`config.mk`:
```
export PLATFORM = sky130hd
export DESIGN_NAME = magma_cipher_ctrl
export DESIGN_NICKNAME = d
export VERILOG_FILES = /design/src/rtl/magma_pkg.sv /design/src/rtl/magma_key_sched.sv /design/src/rtl/round.sv /design/src/rtl/magma_cipher_ctrl.sv
export SDC_FILE = /design/constraint.sdc
export NUM_CORES = 1
export LEC_CHECK = 0
export BUFFER_PORTS_ARGS = -buffer_cell sky130_fd_sc_hd__buf_4
export CELL_PAD_IN_SITES_DETAIL_PLACEMENT = 0
export CELL_PAD_IN_SITES_GLOBAL_PLACEMENT = 2
export CORE_UTILIZATION = 40
export CTS_CLUSTER_DIAMETER = 150
export CTS_CLUSTER_SIZE = 12
export DETAILED_ROUTE_END_ITERATION = 8
export PLACE_DENSITY = 0.87
export RECOVER_POWER = 100
export REMOVE_ABC_BUFFERS = 1
export SYNTH_ARGS = -nofsm -noshare
export SYNTH_HDL_FRONTEND = slang
export SYNTH_SLANG_ARGS = --single-unit
export TNS_END_PERCENT = 1
```
`constraint.sdc`:
```
create_clock -name iclk -period 11.13 [get_ports iclk]
set_input_delay 1.6695 -clock iclk [delete_from_list [all_inputs] [get_ports iclk]]
set_output_delay 1.6695 -clock iclk [all_outputs]
set_load 0.005 [all_outputs]
```
`src/rtl/magma_pkg.sv`:
```
// Shared widths, FSM encodings and the round-to-subkey index mapping
// for the Magma block controller.
package magma_pkg;

    localparam int BLOCK_W  = 64;
    localparam int KEY_W    = 256;
    localparam int SUBKEY_W = 32;
    localparam int ROUNDS   = 32;
    localparam int CNT_W    = 5;

    localparam logic [1:0] ST_IDLE  = 2'd0;
    localparam logic [1:0] ST_START = 2'd1;
    localparam logic [1:0] ST_WAIT  = 2'd2;
    localparam logic [1:0] ST_FIN   = 2'd3;

    // Index 0..7 selects K1..K8. Encrypt walks forward three times then backward;
    // decrypt walks forward once then backward three times.
    function automatic logic [2:0] key_idx(input logic [CNT_W-1:0] cnt, input logic decrypt);
        logic [2:0] idx;
        if (decrypt)
            idx = (cnt[4:3] == 2'b00) ? cnt[2:0] : ~cnt[2:0];
        else
            idx = (cnt[4:3] == 2'b11) ? ~cnt[2:0] : cnt[2:0];
        return idx;
    endfunction

endpackage

```
`src/rtl/magma_key_sched.sv`:
```
// Combinational subkey select from the latched 256-bit key and the round count.
module magma_key_sched
    import magma_pkg::*;
(
    input  logic [KEY_W-1:0]    key,
    input  logic [CNT_W-1:0]    cnt,
    input  logic                decrypt,
    output logic [SUBKEY_W-1:0] subkey
);

    logic [2:0] idx;

    always_comb begin
        idx    = key_idx(cnt, decrypt);
        subkey = '0;
        for (int k = 0; k < 8; k++) begin
            if (idx == 3'(k))
                subkey = key[KEY_W-1-SUBKEY_W*k -: SUBKEY_W];
        end
    end

endmodule

```
`src/rtl/round.sv`:
```
// Single Magma round with half swap: {hi, lo} -> {lo, g(lo + k) ^ hi}.
// Samples istart, odone follows two edges later with the result on oblock.
module round (
    input  logic        iclk,
    input  logic        irst,
    input  logic        istart,
    input  logic [63:0] iblock,
    input  logic [31:0] ikey,
    output logic [63:0] oblock,
    output logic        odone
);

    // S-boxes pi7..pi0; entry v of box s lives at bits [64*s + 4*v +: 4].
    localparam logic [511:0] SBOX = {
        64'h2BC96AF43850DE71, 64'h73AD0B4FC19652E8,
        64'h0E34187BAC296FD5, 64'hC24BE390D618A5F7,
        64'hB9E35A076F4D128C, 64'h069C471EDAF2853B,
        64'hF0DB74E1C5A93286, 64'h1F307D8E9B5A264C
    };

    function automatic logic [31:0] g_func(input logic [31:0] a);
        logic [31:0] t;
        t = '0;
        for (int s = 0; s < 8; s++)
            t[4*s +: 4] = SBOX[64*s + 4*int'(a[4*s +: 4]) +: 4];
        return {t[20:0], t[31:21]};
    endfunction

    logic        s1_valid, s2_valid;
    logic [31:0] s1_hi, s1_lo, s1_sum;
    logic [31:0] s2_hi, s2_lo, s2_g;

    always_ff @(posedge iclk) begin
        if (irst) begin
            s1_valid <= 1'b0;
            s1_hi    <= '0;
            s1_lo    <= '0;
            s1_sum   <= '0;
            s2_valid <= 1'b0;
            s2_hi    <= '0;
            s2_lo    <= '0;
            s2_g     <= '0;
            oblock   <= '0;
            odone    <= 1'b0;
        end else begin
            s1_valid <= istart;
            if (istart) begin
                s1_hi  <= iblock[63:32];
                s1_lo  <= iblock[31:0];
                s1_sum <= iblock[31:0] + ikey;
            end
            s2_valid <= s1_valid;
            s2_hi    <= s1_hi;
            s2_lo    <= s1_lo;
            s2_g     <= g_func(s1_sum);
            odone    <= s2_valid;
            if (s2_valid)
                oblock <= {s2_lo, s2_g ^ s2_hi};
        end
    end

endmodule

```
`src/rtl/magma_cipher_ctrl.sv`:
```
// Runs one 64-bit block through 32 Magma rounds using the shared round datapath.
// Handshake: istart is taken only in IDLE; obusy covers the run; odone pulses once with oblock valid.
module magma_cipher_ctrl
    import magma_pkg::*;
(
    input  logic               iclk,
    input  logic               irst_n,
    input  logic               istart,
    input  logic               idecrypt,
    input  logic [KEY_W-1:0]   ikey,
    input  logic [BLOCK_W-1:0] iblock,
    output logic [BLOCK_W-1:0] oblock,
    output logic               obusy,
    output logic               odone
);

    localparam logic [CNT_W-1:0] LAST_CNT = CNT_W'(ROUNDS - 1);

    logic [1:0]          state;
    logic [CNT_W-1:0]    cnt;
    logic [BLOCK_W-1:0]  blk;
    logic [KEY_W-1:0]    key;
    logic                decrypt;

    logic                round_rst;
    logic                round_start;
    logic                round_done;
    logic [BLOCK_W-1:0]  round_block;
    logic [SUBKEY_W-1:0] subkey;

    assign round_rst   = ~irst_n;
    assign round_start = (state == ST_START);

    magma_key_sched u_key_sched (
        .key     (key),
        .cnt     (cnt),
        .decrypt (decrypt),
        .subkey  (subkey)
    );

    round u_round (
        .iclk   (iclk),
        .irst   (round_rst),
        .istart (round_start),
        .iblock (blk),
        .ikey   (subkey),
        .oblock (round_block),
        .odone  (round_done)
    );

    always_ff @(posedge iclk or negedge irst_n) begin
        if (!irst_n) begin
            state   <= ST_IDLE;
            cnt     <= '0;
            blk     <= '0;
            key     <= '0;
            decrypt <= 1'b0;
            oblock  <= '0;
            obusy   <= 1'b0;
            odone   <= 1'b0;
        end else begin
            odone <= 1'b0;
            case (state)
                ST_IDLE: begin
                    if (istart) begin
                        blk     <= iblock;
                        key     <= ikey;
                        decrypt <= idecrypt;
                        cnt     <= '0;
                        obusy   <= 1'b1;
                        state   <= ST_START;
                    end
                end
                ST_START: state <= ST_WAIT;
                ST_WAIT: begin
                    if (round_done) begin
                        blk <= round_block;
                        if (cnt == LAST_CNT) begin
                            state <= ST_FIN;
                        end else begin
                            cnt   <= cnt + 1'b1;
                            state <= ST_START;
                        end
                    end
                end
                ST_FIN: begin
                    // The round always swaps halves; undo the swap of round 32.
                    oblock <= {blk[31:0], blk[63:32]};
                    odone  <= 1'b1;
                    obusy  <= 1'b0;
                    state  <= ST_IDLE;
                end
                default: state <= ST_IDLE;
            endcase
        end
    end

endmodule
```
## Word level (Yosys, flattened, before mapping)

Index checks and enable logic that the tools add are counted.

| storage, ports and cells | value |
|---|---|
| bits of input ports | 324 |
| register bits | 653 |

| cells by class | value |
|---|---|
| muxes and demuxes | 25 |
| shift-type cells | 8 |
| $add $sub $neg | 9 |
| bitwise operators | 2 |
| reduce and logical (&&, ||, !) cells | 10 |
| equality and inequality tests | 15 |

Operators with widths:

| cell | count |
|---|---|
| variable part select 512 x 32 -> 4 bit (first input constant) | 7 |
| variable part select 512 x 7 -> 4 bit (first input constant) | 1 |
| 2-to-1 mux 32 bit | 8 |
| 2-to-1 mux 64 bit | 2 |
| case mux 64 bit (2 select lines) | 1 |
| adder 9 x 6 -> 10 bit (first input constant) | 4 |
| adder 32 bit | 1 |
| bitwise XOR 32 bit | 1 |
| adder 8 x 6 -> 9 bit (first input constant) | 2 |
| 2-to-1 mux 5 bit | 3 |
| == test 3 bit (second input constant) | 4 |
| case mux 5 bit (2 select lines) | 1 |
| 2-to-1 mux 3 bit | 3 |
| adder 7 x 6 -> 8 bit (first input constant) | 1 |
| case mux 2 bit (4 select lines) | 1 |
| == test 2 bit (second input constant) | 3 |
| == test 3 x 2 -> 1 bit (second input constant) | 2 |
| 2-to-1 mux 2 bit | 3 |
| AND reduction 2 bit | 3 |
| adder 5 x 1 -> 5 bit (second input constant) | 1 |
| == test 5 bit (second input constant) | 1 |
| zero test 2 bit | 2 |
| != test 2 bit (second input constant) | 2 |
| AND reduction 4 bit | 1 |
| 9 further kinds | 11 |

## Depth between registers and ports, before layout

Gate-level depths: netlist of the first run.

| logic depth | value |
|---|---|
| depth in word-level cells | 13 |
| gate-level depth with buffers | 18 |

## By module

Synthesis of the first run repeated with hierarchy kept, for this count alone.

| unflattened totals | value |
|---|---|
| cell total of the unflattened synthesis | 2722 |
| area total of the unflattened synthesis | 30300.3 um^2 |

Modules (own cells, without submodules):

| module | cells an instance | area each (um^2) | instances | seq. area each (um^2) |
|---|---|---|---|---|
| magma_cipher_ctrl | 1007 | 15562.4 | 1 | 9859.5 |
| round | 1229 | 11661.2 | 1 | 5185.0 |
| magma_key_sched | 486 | 3076.7 | 1 | 0.0 |

## Least setup slack after synthesis of the first run

Ideal clock, no wire load.

| path | value |
|---|---|
| path type | register -> register |
| from | reg cnt[4] |
| to | reg u_round.s1_sum[30] |
| path buffers | 1 |
| path slack | 6842 ps |
| stages on the path, launching flop included | 19 |
| arrival | 4226 ps |
| path through | dfrtp_1 > maj3_2 > or2_4 > o22ai_1 > clkbuf_1 > a22oi_1 > nand4_1 > ha_1 > inv_1 > fa_1 > and2b_1 > o211ai_2 > a32oi_2 > o41ai_4 > o31ai_4 > a221o_2 > a31oi_1 > or4_1 > nand3_1 |

| between the ends | value |
|---|---|
| cells in the longest elaborated chain, start to end | 13 |
| elaborated cells on any way between the ends | 22 |
| classes of those cells | 1 x add/sub; 8 x eq/ne; 11 x mux; 2 x reduce/logical |

RTL lines:

| element | RTL line | text |
|---|---|---|
| start, declared | magma_cipher_ctrl.sv:20 | `logic [CNT_W-1:0] cnt;` |
| start signal, assigned | magma_cipher_ctrl.sv:81 | `cnt <= cnt + 1'b1;` |
| == test 2 bit or zero test 2 bit (tied branches) | magma_pkg.sv:23, magma_pkg.sv:21 |  |
| 2-to-1 mux 3 bit (on tied branches) | magma_pkg.sv:23, magma_pkg.sv:21 |  |
| 2-to-1 mux 3 bit (*) | magma_pkg.sv:20 | `if (decrypt)` |
| zero test 3 bit | magma_key_sched.sv:17 | `if (idx == 3'(k))` |
| 2-to-1 mux 32 bit (7 in series) | magma_key_sched.sv:17 |  |
| 2-to-1 mux 32 bit (*) | magma_key_sched.sv:17 |  |
| adder 32 bit (*) | round.sv:50 | `s1_sum <= iblock[31:0] + ikey;` |
| end signal, assigned | round.sv:50 |  |
| end, declared | round.sv:30 | `logic [31:0] s1_hi, s1_lo, s1_sum;` |

Every way passes the cells marked *; elsewhere a longest branch is shown, timed or not.
A chain may end at the register's enable or synchronous reset.

## Worst setup path after layout of the first run

| path | value |
|---|---|
| from | in irst_n |
| to | reg u_round.s2_g[27] |

RTL lines:

| element | RTL line | text |
|---|---|---|
| start, declared | magma_cipher_ctrl.sv:7 | `input logic irst_n,` |
| end signal, assigned | round.sv:55 | `s2_g <= g_func(s1_sum);` |
| end, declared | round.sv:31 | `logic [31:0] s2_hi, s2_lo, s2_g;` |

No word-level cell between the ends.

==> results of run 1 <==
==> cell type report <==
cell class                 instances  area, um2  share of cell area
clock buffer                     111       1710              0.0520
clock inverter                     3       26.3            0.000797
timing repair buffer             415       3080              0.0935
sequential                       653      15000               0.457
tap                              873       1090              0.0331
antenna                            1       2.50           0.0000759
multi-input combinational       1486      11800               0.359
inverter                          45        171             0.00520
==> flip-flops by register name, indices dropped and copies added, names as in the netlist <==
register / cells
odone: 1
u_round.s1_lo: 32
cnt: 5
u_round.odone: 1
u_round.s2_hi: 32
u_round.s1_valid: 1
u_round.s2_valid: 1
u_round.s2_lo: 32
key: 256
blk: 64
u_round.s2_g: 32
state: 2
u_round.oblock: 64
obusy: 1
u_round.s1_hi: 32
u_round.s1_sum: 32
oblock: 64
decrypt: 1
==> worst max-delay path: cells and delay by family <==
kind          cells  cell delay [ns]
simple gates      1             0.31
buf+inv           3             5.36
==> power by group <==
| part | internal (W) | total (W) | switching, W |
|---|---|---|---|
| sequential | 0.00328 | 0.00398 | 0.000699 |
| combinational | 0.00158 | 0.00313 | 0.00155 |
| clock | 0.00103 | 0.00191 | 0.000881 |
| total | 0.00589 | 0.00902 | 0.00313 |
==> per-stage QoR <==
| step | hold slack [ns] | setup WS [ns] | power [W] | instance area, um2 | utilization |
|---|---|---|---|---|---|
| floorplan | 0.412 | -30.74 | 0.00624 | 26900 | - |
| CTS | 0.434 | 6.08 | 0.00912 | 33000 | 0.488 |
| global route | 0.447 | 2.96 | 0.00960 | 33000 | 0.487 |
| global placement | 0.415 | 6.19 | 0.00706 | 31300 | 0.463 |
| finish | 0.433 | 3.97 | 0.00902 | 33000 | 0.487 |
| detailed placement | 0.421 | 6.08 | 0.00718 | 31300 | 0.463 |
==> cell families after synthesis <==
logic type,synth area share
compound gates,0.123
xor+xnor,0.0194
fa+ha+maj,0.0371
buf+inv,0.0273
flops,0.547
mux,0.173
simple gates,0.0724
==> worst paths after layout <==
| check | end | from | slack (ns) |
|---|---|---|---|
| max reg2reg | key[164]$_DFFE_PN0P_ | state[1]$_DFFE_PN0P_ | 5.27 |
| max | u_round.s2_g[27]$_SDFF_PN0_ | irst_n | 3.97 |
| min | u_round.s2_valid$_SDFF_PN0_ | u_round.s1_valid$_SDFF_PN0_ | 0.43 |
| min in group asynchronous | key[94]$_DFFE_PN0P_ | irst_n | 2.27 |
| max in group asynchronous | oblock[44]$_DFFE_PN0P_ | irst_n | 4.25 |
| min reg2reg | u_round.s2_valid$_SDFF_PN0_ | u_round.s1_valid$_SDFF_PN0_ | 0.43 |
==> per-layer routing <==
metal  track usage  up-vias  share of wire
li1              -     9021              -
met1         0.291     9618           0.44
met2         0.356      553           0.47
met3        0.0449      110          0.060
met4        0.0556        6          0.022
met5             0        -        0.00058
==> layout by cell type, fill, tap and decap left out, types with 40 or more instances in the layout <==
cell and n:
sky130_fd_sc_hd__a211oi_1 46, sky130_fd_sc_hd__a21oi_1 65, sky130_fd_sc_hd__a22oi_1 120, sky130_fd_sc_hd__and2_0 66, sky130_fd_sc_hd__buf_4 340, sky130_fd_sc_hd__clkbuf_1 62
sky130_fd_sc_hd__clkbuf_16 61, sky130_fd_sc_hd__clkbuf_4 62, sky130_fd_sc_hd__dfrtp_1 394, sky130_fd_sc_hd__dfxtp_1 258, sky130_fd_sc_hd__ha_1 79, sky130_fd_sc_hd__inv_1 44
sky130_fd_sc_hd__mux2_2 320, sky130_fd_sc_hd__mux2i_1 102, sky130_fd_sc_hd__nand2_1 151, sky130_fd_sc_hd__nand4_1 40, sky130_fd_sc_hd__nor2_1 120, sky130_fd_sc_hd__o21ai_0 109
sky130_fd_sc_hd__o22a_1 63, sky130_fd_sc_hd__xnor2_1 46
==> out/qor.tcl, run 1 <==
set qor(run_status) {complete, but fails checks}
set qor(failing_checks) {max-capacitance violations, max-slew violations}
set qor(synth.cells.most_frequent) {sky130_fd_sc_hd__dfrtp_1 (394), sky130_fd_sc_hd__mux2_2 (320), sky130_fd_sc_hd__dfxtp_1 (259)}
set qor(tritoncts_num_sinks) 653
set qor(worst_slew_margin_rel) -1.74
set qor(first_global_vias) 19900
set qor(pin_count_of_the_biggest_net_entering_global_routing) 164
set qor(synthesized_instance_count) 2339
set qor(grt_use_total) 0.217
set qor(vias) 19300
set qor(cellLeakagePower_nw) 14.1
set qor(synth_top_cell_by_area) {sky130_fd_sc_hd__dfrtp_1}
set qor(number_of_endpoints_with_negative_hold_slack_in_the_final_report) 0
set qor(cts.reportedPaths.clkPinSlew_ns) 0.06
set qor(maxCapViolations) 7
set qor(gr-total-overflow) 0
set qor(drt-pass1-iter-count) 5
set qor(area_growth_pct) 19.9
set qor(yosysTopAreaCellShare) 0.359
set qor(worst-r2r-cell-count) 5
set qor(first_iter_violations) 1131
set qor(setup_repair_after_global_routing_missed_its_margin) {no}
set qor(criticalPathCategory) {primary input to register}
set qor(routed_wire_length_per_instance_um) 21.2
set qor(ys.warnings.count) 0
set qor(wire_length_after_detailed_routing_um) 76000
set qor(drc) 0
set qor(clkLatencyLatePin_ns) 0.62
set qor(finalWeightedCongestion) 0.894
set qor(cts-root-to-sink-buffers) 3
set qor(class_of_the_most_critical_hold_timing_path) {register to register}
set qor(timing.critical_path.mode_cell) {sky130_fd_sc_hd__clkbuf_1}
set qor(fin_crit_ns) 7.16
set qor(detailed_place_hpwl_um) 54300
set qor(instances_no_fill) 3587
set qor(layout.filler_cells) 6069
set qor(async_flop_share) 0.603
set qor(post_cts.repair.setup_buffers) 0
set qor(fp.dieH_um) 264
set qor(root_cell_of_the_clock_tree) {sky130_fd_sc_hd__clkbuf_16}
set qor(synth.distinct_cells) 67
set qor(ctsHoldBuffers) 0
set qor(timing.critical_path.arrival_ns) 7.45
set qor(dominant_synthesized_flop_cell) {sky130_fd_sc_hd__dfrtp_1}
set qor(antenna_violations_before_repair) 5
set qor(path_cells) {clkbuf_1 > inv_4 > clkbuf_1 > nor2_1}
set qor(yosys-top-cells-area) {sky130_fd_sc_hd__dfrtp_1 (36%), sky130_fd_sc_hd__dfxtp_1 (19%), sky130_fd_sc_hd__mux2_2 (13%)}
set qor(initial_utilization) 0.406
set qor(overall_die_area_um2) 69800
set qor(final.setup.tns_ns) 0
set qor(syn_avg_cell_area_um2) 11.8
set qor(worst-slew-pin-transition_ns) 4.11
set qor(floorplan.core_area_um2) 67600
set qor(fin_crit_sh) 0.644
set qor(htree_num_levels) 2
set qor(post_cts.resized_instances) 0
set qor(cpPeakStageDelay_ns) 2.92
set qor(setup.worst_path.end_class) {register}
set qor(synth_edf_count) 0
set qor(worst_setup_path_start_kind) {primary input}
set qor(layout-drive-gt1-share) 0.302
set qor(port_buffers) 389
set qor(crit_slowest_cell) {sky130_fd_sc_hd__clkbuf_1}
set qor(detail_route.vias_per_cell) 5.38
set qor(fmax_mhz) 140
set qor(die_width_um) 264
set qor(synth.cell_area_um2) 27500
set qor(grt_first_pass_wirelength_um) 118000
set qor(final_net_count) 3065
set qor(post-synth-top-count-cell) {sky130_fd_sc_hd__dfrtp_1}
set qor(synth_sequential_area_ratio) 0.547
set qor(setup_violations) 0
set qor(number_of_pins_exceeding_their_max_slew_limit_in_the_final_report) 448
set qor(ys_seq_elements) 653
set qor(worst_ep_required_time_ns) 11.42
set qor(finalClockSkew_ns) 0.0234
set qor(floorplan.io_pins) 390
set qor(cts_inserted_buffers) 60
set qor(vdd_ir_drop_max_mv) 0.124
set qor(row_count) 95
set qor(tritoncts) {done}
set qor(antenna_violation_net_count_after_detailed_routing) 0
set qor(place_inst) 3472
set qor(power-per-cell-area_nw_per_um2) 274
set qor(critical_path.max_fanout) 80
set qor(min_delay_path_depth) 1
Note: power is estimated with default switching activity, not from simulation.
==> run 2: changes to the inputs <==
--- a/config.mk
+++ b/config.mk
@@ -8,11 +8,11 @@
 export BUFFER_PORTS_ARGS = -buffer_cell sky130_fd_sc_hd__buf_4
 export CELL_PAD_IN_SITES_DETAIL_PLACEMENT = 0
 export CELL_PAD_IN_SITES_GLOBAL_PLACEMENT = 2
-export CORE_UTILIZATION = 40
+export CORE_UTILIZATION = 38
 export CTS_CLUSTER_DIAMETER = 150
 export CTS_CLUSTER_SIZE = 12
 export DETAILED_ROUTE_END_ITERATION = 8
-export PLACE_DENSITY = 0.87
+export PLACE_DENSITY = 0.83
 export RECOVER_POWER = 100
 export REMOVE_ABC_BUFFERS = 1
 export SYNTH_ARGS = -nofsm -noshare
==> constraint.sdc (replaced) <==
create_clock -name iclk -period 6.97 [get_ports iclk]
set_input_delay 1.0455 -clock iclk [delete_from_list [all_inputs] [get_ports iclk]]
set_output_delay 1.0455 -clock iclk [all_outputs]
set_load 0.005 [all_outputs]
==> out/qor.tcl, run 2 (synthesis results as in run 1) <==
set qor(cts.reportedPaths.clkPinSlew_ns) 0.07
set qor(grt_use_met2) 0.349
set qor(netSwitchingFraction) 0.350
set qor(wire_length_after_detailed_routing_um) 78400
set qor(detail_route.vias_per_cell) 5.28
set qor(power.sequential.fraction) 0.444
set qor(registers.top_by_ff_count) {key}
set qor(place_inst) 3545
set qor(internal_power_w) 0.00938
set qor(crit_slowest_cell) {sky130_fd_sc_hd__o22ai_1}
set qor(power_frac_comb) 0.343
set qor(antenna_violation_net_count_after_detailed_routing) 0
set qor(worst-r2r-cell-count) 16
set qor(first_iter_violations) 1048
set qor(critical_path.max_fanout) 17
set qor(setup.worst_path.end_class) {register}
set qor(htree_num_levels) 2
set qor(number_of_endpoints_with_negative_hold_slack_in_the_final_report) 0
set qor(grt_first_pass_wirelength_um) 120000
set qor(p_sw_w) 0.00505
set qor(overall_die_area_um2) 73400
set qor(worst_setup_path_start_kind) {register}
set qor(cellLeakagePower_nw) 14.0
set qor(worst_slew_margin_rel) -1.55
set qor(drc) 0
set qor(worst_ep_required_time_ns) 7.48
set qor(worst-path-stages) 16
set qor(vias) 19300
set qor(worst-slew-pin-transition_ns) 3.82
set qor(grt_use_total) 0.212
set qor(tritoncts_num_sinks) 653
set qor(run_status) {complete, but fails checks}
set qor(path_cells) {maj3_2 > nand2b_1 > o22ai_1 > buf_4 > a22oi_1 > nand4_1 > ha_1 > and2b_1 > o211ai_1 > a32oi_1 > o41ai_4 > o31ai_4 > a221o_2 > a41oi_1 > mux2i_1 > o211ai_1}
set qor(clkLatencyLatePin_ns) 0.65
set qor(floorplan.core_area_um2) 71500
set qor(finalClockSkew_ns) 0.0399
set qor(instances_no_fill) 3658
set qor(grt_use_met3) 0.0371
set qor(post_cts.repair.setup_buffers) 0
set qor(layout-drive-gt1-share) 0.300
set qor(cpPeakStageDelay_ns) 1.14
set qor(port_buffers) 389
set qor(largest_register_ffs) 256
set qor(failing_checks) {max-capacitance violations, max-slew violations}
set qor(timing.critical_path.mode_cell) {sky130_fd_sc_hd__o211ai_1}
set qor(gr-total-overflow) 0
set qor(met1_usage) 0.290
set qor(final_cell_mix) {sky130_fd_sc_hd__dfrtp_1 (394), sky130_fd_sc_hd__buf_4 (333), sky130_fd_sc_hd__mux2_2 (320), sky130_fd_sc_hd__dfxtp_1 (258), sky130_fd_sc_hd__nand2_1 (151)}
set qor(detailed_place_hpwl_um) 56200
set qor(finalWeightedCongestion) 0.866
set qor(number_of_pins_exceeding_their_max_slew_limit_in_the_final_report) 676
set qor(cp_top_family) {compound AO/OA/AOI/OAI gates}
set qor(class_of_the_most_critical_hold_timing_path) {register to register}
set qor(antenna_violations_before_repair) 4
set qor(drt-pass1-iter-count) 5
set qor(cts-root-to-sink-buffers) 3
set qor(row_count) 98
set qor(timing.critical_path.arrival_ns) 6.23
set qor(floorplan.io_pins) 390
set qor(criticalPathCategory) {register to register}
set qor(fin_crit_sh) 0.820
set qor(ctsHoldBuffers) 0
set qor(final.setup.tns_ns) 0
set qor(n_antenna_cell) 0
set qor(root_cell_of_the_clock_tree) {sky130_fd_sc_hd__clkbuf_16}
set qor(layout.cells.most_common) {sky130_fd_sc_hd__dfrtp_1}
set qor(post_cts.resized_instances) 0
set qor(fmax_mhz) 175
set qor(setup_violations) 0
set qor(setup_repair_after_global_routing_missed_its_margin) {no}
set qor(top_usage_layer) {met2}
set qor(cts_inserted_buffers) 60
set qor(pin_count_of_the_biggest_net_entering_global_routing) 180
set qor(power-per-cell-area_nw_per_um2) 437
set qor(final_net_count) 3061
set qor(die_width_um) 271
set qor(fp.dieH_um) 271
set qor(power.clock.fraction) 0.212
set qor(initial_utilization) 0.385
set qor(min_delay_path_depth) 1
set qor(routed_wire_length_per_instance_um) 21.4
set qor(fin_crit_ns) 5.71
set qor(first_global_vias) 19800
set qor(vdd_ir_drop_max_mv) 0.238
set qor(worstPathBufferInverterCount) 1
set qor(area_growth_pct) 20.0
set qor(tritoncts) {done}
set qor(maxCapViolations) 10
==> run 2: per-stage QoR <==
step	power [W]	utilization	area [um2]	hold slack, ns	worst slack, ns
2_1_floorplan	0.00967	-	26900	0.412	-34.28
5_1_grt	0.0154	0.461	33000	0.459	0.905
3_5_place_dp	0.0115	0.439	31400	0.424	1.98
4_1_cts	0.0146	0.463	33100	0.275	1.99
3_3_place_gp	0.0114	0.439	31400	0.414	2.12
6_report	0.0144	0.461	33000	0.436	1.26
==> run 2: routing by layer <==
layer / up-vias / part of all wire / routed length (um)
li1: 9027 / - / -
met3: 101 / 0.050 / 3940
met1: 9655 / 0.46 / 35700
met2: 533 / 0.47 / 37100
met5: - / 0.00066 / 52
met4: 8 / 0.020 / 1550
==> run 2: power by group through the flow <==
stage / clock (W) / sequential, W / combinational [W]
detailed placement: 0 / 0.00652 / 0.00501
global route: 0.00331 / 0.00660 / 0.00545
floorplan: 0 / 0.00590 / 0.00377
finish: 0.00306 / 0.00641 / 0.00495
CTS: 0.00316 / 0.00644 / 0.00503
global placement: 0 / 0.00648 / 0.00487
==> run 2: worst reg2reg max path, stage by stage (launching register included) <==
cell and delay (ns):
sky130_fd_sc_hd__dfrtp_1 0.41, sky130_fd_sc_hd__maj3_2 0.41, sky130_fd_sc_hd__nand2b_1 0.34, sky130_fd_sc_hd__o22ai_1 1.14, sky130_fd_sc_hd__buf_4 0.47, sky130_fd_sc_hd__a22oi_1 0.12
sky130_fd_sc_hd__nand4_1 0.15, sky130_fd_sc_hd__ha_1 0.28, sky130_fd_sc_hd__and2b_1 0.20, sky130_fd_sc_hd__o211ai_1 0.22, sky130_fd_sc_hd__a32oi_1 0.25, sky130_fd_sc_hd__o41ai_4 0.47
sky130_fd_sc_hd__o31ai_4 0.15, sky130_fd_sc_hd__a221o_2 0.38, sky130_fd_sc_hd__a41oi_1 0.26, sky130_fd_sc_hd__mux2i_1 0.24, sky130_fd_sc_hd__o211ai_1 0.12
==> run 2: worst paths after layout <==
kind	from	end	slack [ns]
hold / removal	u_round.s1_valid$_SDFF_PN0_	u_round.s2_valid$_SDFF_PN0_	0.44
setup / recovery	cnt[4]$_DFFE_PN0P_	u_round.s1_sum[28]$_SDFFE_PN0P_	1.26
min in group asynchronous	irst_n	key[86]$_DFFE_PN0P_	1.27
setup reg to reg	cnt[4]$_DFFE_PN0P_	u_round.s1_sum[28]$_SDFFE_PN0P_	1.26
max in group asynchronous	irst_n	key[108]$_DFFE_PN0P_	2.15
hold reg to reg	u_round.s1_valid$_SDFF_PN0_	u_round.s2_valid$_SDFF_PN0_	0.44
==> run 2: cell type report <==
cell class              instances  area (um2)
inverters                      45         171
clock inverters                 4        53.8
clock buffers                 109        1690
flip-flops and latches        653       15000
well taps                     950        1190
multi-input cells            1486       11800
repair buffers                411        3070
fillers                      6602       38500
==> run 3: changes to the inputs <==
--- a/config.mk
+++ b/config.mk
@@ -8,11 +8,11 @@
 export BUFFER_PORTS_ARGS = -buffer_cell sky130_fd_sc_hd__buf_4
 export CELL_PAD_IN_SITES_DETAIL_PLACEMENT = 0
 export CELL_PAD_IN_SITES_GLOBAL_PLACEMENT = 2
-export CORE_UTILIZATION = 38
+export CORE_UTILIZATION = 34
 export CTS_CLUSTER_DIAMETER = 150
 export CTS_CLUSTER_SIZE = 12
 export DETAILED_ROUTE_END_ITERATION = 8
-export PLACE_DENSITY = 0.83
+export PLACE_DENSITY = 0.79
 export RECOVER_POWER = 100
 export REMOVE_ABC_BUFFERS = 1
 export SYNTH_ARGS = -nofsm -noshare
==> constraint.sdc (replaced) <==
create_clock -name iclk -period 5.2 [get_ports iclk]
set_input_delay 0.78 -clock iclk [delete_from_list [all_inputs] [get_ports iclk]]
set_output_delay 0.78 -clock iclk [all_outputs]
set_load 0.005 [all_outputs]
==> out/qor.tcl, run 3 (synthesis results as in run 1) <==
set qor(finalWeightedCongestion) 0.884
set qor(number_of_endpoints_with_negative_hold_slack_in_the_final_report) 0
set qor(fin_crit_sh) 0.921
set qor(root_cell_of_the_clock_tree) {sky130_fd_sc_hd__clkbuf_16}
set qor(final_net_count) 3064
set qor(fmax_mhz) 209
set qor(first_iter_violations) 1132
set qor(gr-total-overflow) 0
set qor(layout-drive-gt1-share) 0.301
set qor(port_buffers) 389
set qor(floorplan.core_area_um2) 79500
set qor(floorplan.io_pins) 390
set qor(setup_repair_after_global_routing_missed_its_margin) {no}
set qor(wire_length_after_detailed_routing_um) 83000
set qor(antenna_violations_before_repair) 3
set qor(pin_count_of_the_biggest_net_entering_global_routing) 145
set qor(tritoncts_num_sinks) 653
set qor(post_cts.resized_instances) 0
set qor(timing.critical_path.arrival_ns) 5.36
set qor(worst_slew_margin_rel) -1.23
set qor(vdd_ir_drop_max_mv) 0.295
set qor(layout.cells.most_common) {sky130_fd_sc_hd__dfrtp_1}
set qor(fp.dieH_um) 286
set qor(antenna_violation_net_count_after_detailed_routing) 0
set qor(run_status) {complete, but fails checks}
set qor(criticalPathCategory) {register to register}
set qor(first_global_vias) 19800
set qor(die_width_um) 286
set qor(cts_inserted_buffers) 60
set qor(worst_setup_path_start_kind) {register}
set qor(worst_ep_required_time_ns) 5.77
set qor(power_w) 0.0196
set qor(cts.reportedPaths.clkPinSlew_ns) 0.07
set qor(post_cts.repair.setup_buffers) 0
set qor(grt_use_total) 0.199
set qor(class_of_the_most_critical_hold_timing_path) {primary input to async pin}
set qor(detailed_place_hpwl_um) 59300
set qor(fin_crit_ns) 4.79
set qor(overall_die_area_um2) 82000
set qor(vias) 19400
set qor(clkLatencyLatePin_ns) 0.63
set qor(tritoncts) {done}
set qor(n_antenna_cell) 0
set qor(cellLeakagePower_nw) 14.1
set qor(failing_checks) {max-capacitance violations, max-slew violations}
set qor(routed_wire_length_per_instance_um) 22.1
set qor(place_inst) 3648
set qor(dpl_worst_slack_ns) 0.512
set qor(detail_route.vias_per_cell) 5.15
set qor(area_growth_pct) 20.6
set qor(drt-pass1-iter-count) 5
set qor(grt_first_pass_wirelength_um) 125000
set qor(drc) 0
set qor(layout.filler_cells) 7545
set qor(cts-root-to-sink-buffers) 3
set qor(setup.worst_path.end_class) {register}
set qor(row_count) 103
set qor(power-per-cell-area_nw_per_um2) 592
set qor(registers.top_by_ff_count) {key}
set qor(htree_num_levels) 2
set qor(initial_utilization) 0.346
set qor(largest_register_ffs) 256
set qor(ctsHoldBuffers) 0
set qor(fin_ws_ns) 0.411
set qor(final_cell_mix) {sky130_fd_sc_hd__dfrtp_1 (394), sky130_fd_sc_hd__buf_4 (335), sky130_fd_sc_hd__mux2_2 (320), sky130_fd_sc_hd__dfxtp_1 (259), sky130_fd_sc_hd__nand2_1 (151)}
set qor(worst-slew-pin-transition_ns) 3.34
set qor(instances_no_fill) 3761
set qor(critical_path.max_fanout) 30
set qor(finalClockSkew_ns) 0.0251
set qor(maxCapViolations) 10
set qor(fin_util) 0.417
set qor(setup_violations) 0
set qor(worst-r2r-cell-count) 18
set qor(number_of_pins_exceeding_their_max_slew_limit_in_the_final_report) 686
-- run 3: power breakdown --
group / switching (W) / internal [W] / total [W]
registers: 0.00169 / 0.00701 / 0.00870
logic: 0.00334 / 0.00344 / 0.00678
clock network: 0.00194 / 0.00220 / 0.00414
-- run 3: per-layer routing --
layer	track usage	share of wire
met5	0	0
met4	0.0455	0.021
met3	0.0312	0.044
met2	0.325	0.47
met1	0.278	0.46
-- run 3: cell type report --
type,count,area (um2),area share
clock buffer,110,1710,0.0516
inverter,45,171,0.00517
sequential,653,15000,0.454
multi-input combinational,1486,11800,0.356
timing repair buffer,414,3100,0.0935
tap,1050,1310,0.0396
clock inverter,3,26.3,0.000792
-- run 3: final timing paths --
check | from | slack (ns) | endpoint
setup / recovery | cnt[4]$_DFFE_PN0P_ | 0.41 | u_round.s1_sum[30]$_SDFFE_PN0P_
hold / removal | irst_n | 0.14 | key[177]$_DFFE_PN0P_
setup reg to reg | cnt[4]$_DFFE_PN0P_ | 0.41 | u_round.s1_sum[30]$_SDFFE_PN0P_
hold reg to reg | u_round.s1_valid$_SDFF_PN0_ | 0.43 | u_round.s2_valid$_SDFF_PN0_
max in group asynchronous | irst_n | 0.80 | key[136]$_DFFE_PN0P_
min in group iclk | ikey[63] | 0.37 | key[63]$_DFFE_PN0P_
-- run 3: metrics by stage --
step	hold WS (ns)	cell area [um2]	TNS, ns
4_1_cts	0.139	33300	0
5_1_grt	0.157	33200	0
6_report	0.137	33200	0
2_1_floorplan	0.412	26900	-6648.66
3_5_place_dp	0.421	31600	0
3_3_place_gp	0.415	31600	0
-- run 3: worst max-delay path, stage by stage (launching register included) --
cell and delay (ns):
sky130_fd_sc_hd__dfrtp_1 0.40, sky130_fd_sc_hd__maj3_2 0.41, sky130_fd_sc_hd__or2_4 0.32, sky130_fd_sc_hd__o22ai_4 0.21
sky130_fd_sc_hd__buf_12 0.24, sky130_fd_sc_hd__a22oi_1 0.12, sky130_fd_sc_hd__nand4_1 0.12, sky130_fd_sc_hd__ha_1 0.21
sky130_fd_sc_hd__inv_1 0.07, sky130_fd_sc_hd__fa_1 0.37, sky130_fd_sc_hd__and2b_1 0.28, sky130_fd_sc_hd__o211ai_1 0.12
sky130_fd_sc_hd__a32oi_1 0.46, sky130_fd_sc_hd__o41ai_4 0.16, sky130_fd_sc_hd__o31ai_4 0.31, sky130_fd_sc_hd__a221o_2 0.23
sky130_fd_sc_hd__a31oi_1 0.12, sky130_fd_sc_hd__or4_1 0.48, sky130_fd_sc_hd__nand3_1 0.09
